--- src/rtl/carbiter1z4.sv ---
// Four-requester round-robin arbiter with registered one-hot grant and a one-cycle dead time
// between tenures. Define CARBITER1Z4_TIMEOUT_EN to bound each tenure to HOLD_MAX cycles.
module carbiter1z4 #(
    parameter int unsigned HOLD_MAX = 16
) (
    input  logic       clk,
    input  logic       rst_n,
    input  logic [3:0] req,
    output logic [3:0] gnt,
    output logic       selA,
    output logic       selB,
    output logic       busy,
    output logic       tout
);

    typedef enum logic [1:0] {
        StIdle  = 2'b00,
        StGrant = 2'b01,
        StGap   = 2'b10
    } state_e;

    if (HOLD_MAX < 2 || HOLD_MAX > 255) begin : g_hold_max_check
        $error("HOLD_MAX out of range 2..255");
    end

    state_e     state_q, state_d;
    logic [3:0] gnt_q, gnt_d;
    logic [1:0] last_q, last_d;
    logic [1:0] sel_q, sel_d;
    logic       win_valid;
    logic [1:0] win_idx;

`ifdef CARBITER1Z4_TIMEOUT_EN
    localparam logic [7:0] HoldLast = 8'(HOLD_MAX - 1);
    logic [7:0] cnt_q, cnt_d;
    logic       tout_q, tout_d;
`endif

    // Scan from farthest (last) to nearest (last+1) so the nearest asserted request wins.
    always_comb begin
        win_valid = 1'b0;
        win_idx   = last_q;
        for (int k = 4; k >= 1; k--) begin
            if (req[last_q + k[1:0]]) begin
                win_valid = 1'b1;
                win_idx   = last_q + k[1:0];
            end
        end
    end

    always_comb begin
        state_d = state_q;
        gnt_d   = gnt_q;
        last_d  = last_q;
        sel_d   = sel_q;
`ifdef CARBITER1Z4_TIMEOUT_EN
        cnt_d   = cnt_q;
        tout_d  = 1'b0;
`endif
        unique case (state_q)
            StIdle, StGap: begin
                gnt_d   = 4'b0000;
                state_d = StIdle;
                if (win_valid) begin
                    state_d = StGrant;
                    gnt_d   = 4'b0001 << win_idx;
                    last_d  = win_idx;
                    sel_d   = win_idx;
`ifdef CARBITER1Z4_TIMEOUT_EN
                    cnt_d   = 8'd0;
`endif
                end
            end
            StGrant: begin
                if (!req[last_q]) begin
                    state_d = StGap;
                    gnt_d   = 4'b0000;
                end
`ifdef CARBITER1Z4_TIMEOUT_EN
                else if (cnt_q == HoldLast) begin
                    // Pointer stays at the revoked index so the others win the next GAP.
                    state_d = StGap;
                    gnt_d   = 4'b0000;
                    tout_d  = 1'b1;
                end else begin
                    cnt_d = cnt_q + 8'd1;
                end
`endif
            end
            default: begin
                state_d = StIdle;
                gnt_d   = 4'b0000;
            end
        endcase
    end

    always_ff @(posedge clk) begin
        if (!rst_n) begin
            state_q <= StIdle;
            gnt_q   <= 4'b0000;
            last_q  <= 2'd3;
            sel_q   <= 2'd0;
`ifdef CARBITER1Z4_TIMEOUT_EN
            cnt_q   <= 8'd0;
            tout_q  <= 1'b0;
`endif
        end else begin
            state_q <= state_d;
            gnt_q   <= gnt_d;
            last_q  <= last_d;
            sel_q   <= sel_d;
`ifdef CARBITER1Z4_TIMEOUT_EN
            cnt_q   <= cnt_d;
            tout_q  <= tout_d;
`endif
        end
    end

    assign gnt  = gnt_q;
    assign selA = sel_q[0];
    assign selB = sel_q[1];
    assign busy = |gnt_q;
`ifdef CARBITER1Z4_TIMEOUT_EN
    assign tout = tout_q;
`else
    assign tout = 1'b0;
`endif

endmodule

--- config.mk ---
export PLATFORM = sky130hd
export DESIGN_NAME = carbiter1z4
export DESIGN_NICKNAME = d
export VERILOG_FILES = /design/src/rtl/carbiter1z4.sv
export SDC_FILE = /design/constraint.sdc
export NUM_CORES = 1
export LEC_CHECK = 0
export CAP_MARGIN = 5
export CORE_UTILIZATION = 35
export DETAILED_ROUTE_END_ITERATION = 8
export GPL_TIMING_DRIVEN = 1
export PLACE_DENSITY = 0.63
export SLEW_MARGIN = 20
export SYNTH_ARGS = -nofsm -noshare
export SYNTH_HDL_FRONTEND = slang
export SYNTH_SLANG_ARGS = --single-unit
--- constraint.sdc ---
create_clock -name clk -period 1.3 [get_ports clk]
set_input_delay 0.195 -clock clk [delete_from_list [all_inputs] [get_ports clk]]
set_output_delay 0.195 -clock clk [all_outputs]
set_load 0.02 [all_outputs]
==> metrics.cfg <==
[routing]
drtPass1Iterations=2
ant_nets=0
wl_per_cell_um=12.26
routed_wl_mm=1.201
viasPerCell=5.010
drc=0
vias=491
first_iter_violations=4

[floorplanning]
rows=13
io_pins=14
core-area_um2=1318
start_util_pct=38.08
die_y_um=39.86
die_x_um=39.86
die-area_um2=1589

[synthesis]
avgSynthCellArea_um2=9.291
synth_top_family_by_area=simple AND/OR/NAND/NOR gates
syn_area_um2=501.7
synthMuxAreaShare_pct=4.489
yosys_warnings=0
syn-instance-count=54
ys_ff_latch=10
synth_compound_area_share_pct=23.94
synth_simple_gate_area_share_pct=27.18
seq_area_frac_synth_pct=39.90
yosysTopAreaCellShare_pct=39.90
syn_nets=60
synthXorXnorAreaFrac_pct=0
synth_area_leaders=dfxtp_1, a32o_1, mux4_2, nor2_1, nor2b_1
synth_cell_types=31
synthAdderAreaFrac_pct=0
synth_area_leader_cell=dfxtp_1

[grt]
grt_max_degree=7
first_global_vias=460
grt_pass1_wl_mm=1.911
grt_antenna_before_repair=0
track_usage_pct=19.23
overflow=0

[placed_design]
place_hpwl_um=943.9
gp_congestion=0.8434
port-buffer-count=12

[cts]
insertion_delay_ns=0.27
clock-sinks=10
cts_buffers=3
cts_buffer_depth=2
clk_pin_slew_ns=0.07
cts_hold_buf=0
root_buffer=clkbuf_4
h-tree-depth=1
cts_tree=yes

[power_and_ir_drop]
peakVddDrop_uv=581.7
power_mw=0.9940
power_density_nw_per_um2=1239
p_leak_nw=0.3717

[cells_and_area]
final_cell_mix=buf_4, dlygate4sd2_1, dfxtp_1
n_antenna_cell=0
mostFrequentLayoutCell=buf_4
drive_above_1_share_pct=38.55
nFillCells=120
area_growth_pct=59.85
nets=90

[hold_path]
holdCritStartpoint=sel_q[1]
hold_path_class=reg -> reg

[setup_path]
ff2ff_setup_slack_ns=-0.15
r2r-end=gnt[2]
startpoint_type=flip-flop
max_stage_delay_ns=0.54
endpoint_kind=flip-flop
reg2regPathDepth=3
cp_slowest_cell=mux4_2
cp_max_fo=5
r2r_start=last_q[1]
cp-endpoint=gnt[2]
crit_buf_inv=0
critical_path_class=reg -> reg
startpoint=last_q[1]
crit_family=multiplexers
cp_cell_sequence=mux4_2 > and3_4 > a32o_1
required_ns=1.46
arrival_ns=1.61
path_depth=3

[timing]
finalSetupViolations=5
whs_ns=0.4544
fin_tns_setup_ns=-0.6766
final.setup.worst_slack_ns=-0.1483
fin_crit_ns=1.448
fin_crit_sh_pct=111.4
finClkSkew_ns=0.001016
rsz0062_at_grt=true
max_freq_ghz=0.6905
drv_slew=0
finalHoldViolCount=0

[status]
violations=negative setup slack
status=complete, but fails checks

[flow_run]
drv_cap=0

-- per-stage QoR --
step,worst slack (ns),area [um2],std cells,util [%]
after detailed placement,-0.4942,748.2,94,56.79
final,-0.1483,802.0,98,60.87
after floorplan,-0.05249,508.0,54,-
after global routing,-0.1825,802.0,98,60.87
after global placement,-0.4803,748.2,94,56.79
after CTS,-0.1503,778.2,98,59.07
-- final cells by class --
class,count,area [um2],share of cell area (%)
sequential,10,205.2,25.59
timing repair buffer,27,226.5,28.24
inverter,2,7.507,0.9360
clock buffer,4,36.28,4.524
multi-input combinational,40,307.8,38.38
tap,15,18.77,2.340
-- worst min-delay path by stage --
stage	to	slack, ns	cells past startpoint
floorplan	state_q[1]	0.47	3
finish	sel_q[1]	0.45	2
CTS	sel_q[1]	0.46	2
global route	sel_q[1]	0.48	2
global placement	sel_q[1]	0.45	2
detailed placement	sel_q[1]	0.45	2
-- worst register-to-register path: stages, from the launching register on --
cell     delay (ns)
dfxtp_4        0.38
mux4_2         0.54
and3_4         0.21
a32o_1         0.21
-- kinds of logic (layout without fill, tap and decap cells) --
logic type,count (synthesis),count (layout)
DFF,10,10
AOI/OAI and AO/OA,16,16
other,1,1
and+or+nand+nor,22,22
muxes,1,1
buffers and inverters,4,33
-- routing by layer --
metal / GRT usage, % / part of all wire, % / up-vias
met5: 0 / 0 / -
met4: 5.172 / 0.42 / 0
met3: 9.091 / 4.4 / 2
met2: 31.45 / 51 / 10
met1: 21.84 / 44 / 221
li1: - / - / 258
-- state kept, by name, indices dropped and copies added (netlist names) --
name / cells
gnt: 4
last_q: 2
sel_q: 2
state_q: 2
-- synthesized netlist by cell type --
library cell and instances:
dfxtp_1 10, buf_4 1, a32o_1 4, and3_1 1, nor4_2 1, nand2b_1 1
o211ai_1 1, o21ai_1 2, a21boi_1 1, mux4_2 1, a21oi_1 2, o211ai_2 1
or3_1 1, nor3b_1 1, nand2_1 3, o21ai_0 2, nand2_2 1, o21a_1 1
or2b_1 1, a21o_1 1, inv_1 2, a21boi_0 1, and3_4 1, or4_4 1
clkbuf_1 1, nor2b_1 2, and2_1 1, nor3_1 1, or4_1 1, conb_1 1
nor2_1 5
-- power by group --
group	leakage (nW)	switching [mW]	total (mW)	internal [mW]
sequential	0.0823	0.0204	0.362	0.342
clock	0.0210	0.113	0.284	0.170
combinational	0.268	0.162	0.348	0.186
-- what timing repair did --
action	in CTS	in global routing
gates resized for setup	16	8
buffers inserted	0	0
endpoints found under the setup margin	16	9
Power figures use the tool's default switching activity.
